[src/rtl/multiplier.sv]
// Radix-2 Booth multiplier, 4x4 signed operands to an 8-bit signed product.
// One Booth step per clock after start drops; the product is captured on the 4th step.
module multiplier (
  output logic [7:0] Output,
  output logic       busy,
  input  logic [3:0] Multiplicand,
  input  logic [3:0] Multiplier,
  input  logic       clk,
  input  logic       start,
  output logic [7:0] count,
  output logic [3:0] s,
  output logic [3:0] d,
  input  logic       rst
);

  logic [3:0] m_reg;
  logic [4:0] a_reg;
  logic [3:0] q_reg;
  logic       qm1;
  logic [2:0] step;

  logic [4:0] m_ext;
  logic [4:0] a_sum;
  logic [4:0] a_next;
  logic [3:0] q_next;

  // The fifth accumulator bit keeps -8 x -8 from overflowing the partial sum.
  assign m_ext = {m_reg[3], m_reg};

  always_comb begin
    // NOTE: every output of a combinational block gets a default first, so no path leaves it unassigned and no latch is inferred.
    a_sum = a_reg;
    case ({q_reg[0], qm1})
      2'b01:   a_sum = a_reg + m_ext;
      2'b10:   a_sum = a_reg - m_ext;
      default: a_sum = a_reg;
    endcase
    // Arithmetic right shift of {A,Q,Qm1}; the new Qm1 is simply the old Q[0].
    a_next = {a_sum[4], a_sum[4:1]};
    q_next = {a_sum[0], q_reg[3:1]};
  end

  // NOTE: state registers use non-blocking assignments so every register samples pre-edge values.
  always_ff @(posedge clk or posedge rst) begin
    if (rst) begin
      Output <= 8'd0;
      busy   <= 1'b0;
      m_reg  <= 4'd0;
      a_reg  <= 5'd0;
      q_reg  <= 4'd0;
      qm1    <= 1'b0;
      step   <= 3'd0;
    end else if (start) begin
      m_reg <= Multiplicand;
      a_reg <= 5'd0;
      q_reg <= Multiplier;
      qm1   <= 1'b0;
      step  <= 3'd0;
      busy  <= 1'b1;
    end else if (busy && (step < 3'd4)) begin
      a_reg <= a_next;
      q_reg <= q_next;
      qm1   <= q_reg[0];
      step  <= step + 3'd1;
      if (step == 3'd3) begin
        Output <= {a_next[3:0], q_next};
        busy   <= 1'b0;
      end
    end
  end

  assign s     = a_reg[3:0];
  assign d     = q_reg;
  assign count = {5'd0, step};

endmodule

[config.mk]
export PLATFORM = sky130hd
export DESIGN_NAME = multiplier
export DESIGN_NICKNAME = d
export VERILOG_FILES = /design/src/rtl/multiplier.sv
export SDC_FILE = /design/constraint.sdc
export NUM_CORES = 1
export LEC_CHECK = 0
export ABC_CLOCK_PERIOD_IN_PS = 4310
export CAP_MARGIN = 20
export CORE_MARGIN = 5
export CORE_UTILIZATION = 55
export CTS_BUF_LIST = sky130_fd_sc_hd__clkbuf_4
export DETAILED_ROUTE_END_ITERATION = 10
export DONT_BUFFER_PORTS = 1
export GPL_TIMING_DRIVEN = 1
export HOLD_SLACK_MARGIN = 0.03
export PLACE_DENSITY = 0.8
export SLEW_MARGIN = 5
export SYNTH_ARGS = -nofsm -noshare
export SYNTH_HDL_FRONTEND = slang
export SYNTH_SLANG_ARGS = --single-unit
export TNS_END_PERCENT = 20
[constraint.sdc]
create_clock -name clk -period 4.31 [get_ports clk]
set_clock_uncertainty 0.05 [all_clocks]
set_input_delay 0.431 -clock clk [delete_from_list [all_inputs] [get_ports clk]]
set_output_delay 0.431 -clock clk [all_outputs]
set_load 0.05 [all_outputs]
==> results.md <==
* Status: complete, no violations
* Register bit total from synthesis at 25
* Cells after Synth at 152
* RePlAce Congestion at ~0.87
* Met3 Use GR at 0.0426
* Max-cap violations at 0
* Worst reg2reg path depth at 8
* Vias in the first global route at roughly 970
* Finish-stage setup viols at 0
* Grt ovf at 0
* Drc violations at 0
* CTS Sinks at 25
* GRT Total Usage at 0.168
* Critical path required time at roughly 4500 ps
* Layout area overhead at 2.02%
* Die X at between 60 and 70 um
* Starting density of the core at 0.575
* Synth Area in Adders at 0.0844
* Final setup TNS at 0 ps
* Fin. Hold Viols at 0
* Drt pass-1 iters at 4
* Die ar. at roughly 3700 um2
* XOR/XNOR Fraction of Synth Area at 0.0308
* Seq/Total Area, Yosys at 0.439
* Simple-gate share of the synthesized area at 0.192
* Main combinational cell family by area after synthesis: simple AND/OR/NAND/NOR gates
* Filler-free cell count of the finished design at 180
* # nets final at between 150 and 200
* Min Tclk post-route at roughly 3000 ps
* Yosys cell types at 36
* Worst setup EP type: register
* Critical Path, Cell by Cell: ha_1 -> mux2_2 -> fa_1 -> nand2b_1 -> a21oi_2 -> xnor2_1 -> or4_1 -> a21oi_1
* Peak supply drop at roughly 0.00045 V
* P_leak at roughly 0.7 nW
* Bufs on Longest Clock Path at 2
* Hold WC Path Type: input pin to register
* Worst r2r src: d[0]
* Period Utilization, post-route at 0.695
* FF/Latch Area at 626 um2
* PD cells at 754 nW/um2
* Share of cells above drive strength 1 at 0.0867
* Slowest stage delay, CP at between 700 and 800 ps
* Worst setup endpoint: a_reg[3]
* Syn avg cell area at between 9 and 10 um2
* Reg with most FFs: Output
* Post-CTS Setup Inserts at 0
* Final WL at between 2 and 3 mm
* Synthesis Warnings at 0
* Setup Crit Path Kind: register to register
* Worst hold path depth at 1
* Nature of the critical path startpoint: register
* Top_reg_cell synth: dfrtp_1
* Slew Viols, Final at 0
* Vias per cell at 5.56
* CP max-delay cell: dfrtp_1
* Clk root buf: clkbuf_4
* Initial antenna violation count at 0
* Detailed Place HPWL at slightly above 2 mm
* Antenna-violating nets left at 0
* Placed Cells at around 170
* Pin count of the biggest net entering global routing at 26
* Slew margin rel. at 0.530
* CTS resizes at 0
* Actual slew at the worst max-slew pin at 703 ps
* Ports at 36
* Met1 Resource Use GR at 0.210
* Top Usage Layer GRT: met2
* Routed length per instance at around 16 um
* Commonest non-fill, non-tap cell in the layout: nand2_1
* Crit path from: d[0]
* Worst-Skew Late Latency at around 330 ps
* Number of synthesized flops with an enable pin at 0
* Mux contribution to synthesized area at 0.0598
* Clock buffer count from CTS at 3
* Crit path max fanout at 5
* Fillers at between 200 and 250
* First-pass GRT wire length at 4.57 mm
* Reg clk slew, reported paths at about 140 ps
* H-Tree Depth at 1
* Complex-gate fraction of the synthesized area at 0.105
* Max FFs per register at 8
* Core area at roughly 2500 um2
* Initial drt markers at 37
* Post-synthesis cell area at 1420 um2
* Max Clk Rate at around 0.33 GHz
* Vias at about 1,000
* Final instance area at 1450 um2
* Post-synth ARST share at 1.00
* R2R setup slack at about 1300 ps
* Row cnt at 18
* PortBufs at 0
* Placement Cell Area at between 1000 and 1500 um2
* Die Ht at between 60 and 70 um
* Met2 track demand over resource at 0.269
* Most frequent cells in the layout: nand2_1, dfrtp_1, nor2_1
* Crit path arrival time at 3210 ps
* Reg2reg end: a_reg[3]
* RSZ-0062 raised after global routing: false
* TritonCTS clock tree: yes
* Area of the multi-input gates at between 600 and 700 um2
* Antenna cells at 0
## per-stage QoR
stage	worst slack [ps]	util	total power, mW	hold slack [ps]
final	1310	0.586	1.10	87.6
after floorplan	1540	-	0.920	408
after detailed placement	1360	0.559	0.981	450
after CTS	1330	0.571	1.10	87.2
after global placement	1460	0.559	0.954	449
after global routing	1160	0.586	1.17	71.7
## layout make-up
cell class | instances | area share
multi-input combinational | 111 | 0.476
sequential | 25 | 0.431
timing repair buffer | 2 | 0.0258
tap | 30 | 0.0258
clock buffer | 4 | 0.0207
inverter | 8 | 0.0207
## repair_timing
action / CTS / global route
endpoints found under the hold margin: 0 / 8
hold buffers: 0 / 1
endpoints found under the setup margin: 0 / 0
## metal layers
layer  vias up  wire, um
li1        488         -
met1       475      1160
met2        31      1380
met5         -         0
met4         0        61
met3         7       202
## logic make-up after synthesis
logic type                 count (synthesis)
and+or+nand+nor                           58
AOI/OAI and AO/OA                         26
adders and majority gates                  9
DFF                                       25
muxes                                      8
xor gates and xnor gates                   5
other                                      1
buffers and inverters                     20
## cell usage after synthesis (all sizes together), types with 3 or more instances
library cell	n	share of area
inv	8	0.021
o21ai	11	0.039
xnor2	4	0.025
nor2	14	0.037
mux2	4	0.032
a21oi	10	0.040
nand3	3	0.011
mux2i	4	0.028
nand2	26	0.069
ha	8	0.070
nand2b	4	0.023
buf	9	0.053
dfrtp	25	0.44
## how the worst min path moves through the flow
stage | startpoint | end | slack (ps)
3_5_place_dp | start | step[1] | 450
3_3_place_gp | start | a_reg[3] | 450
6_report | start | qm1 | 90
2_1_floorplan | rst | Output[0] | 410
4_1_cts | start | step[1] | 90
5_1_grt | start | step[1] | 70
## worst max-delay path: cells and delay by family, from the launching register on
family                   cells  cell delay (ps)
adder cells (fa/ha/maj)      2              760
flip-flops                   1              720
AND/OR/NAND/NOR              2              570
multiplexers                 1              390
AO/OA/AOI/OAI                2              320
XOR/XNOR                     1              120
## power breakdown
group          leakage, nW  total, mW  switching (mW)  internal [mW]
clock network       0.0184      0.117          0.0739         0.0427
logic                0.354      0.383           0.218          0.165
registers            0.318      0.595           0.297          0.299
No activity file was read; power rests on OpenSTA's default activity.
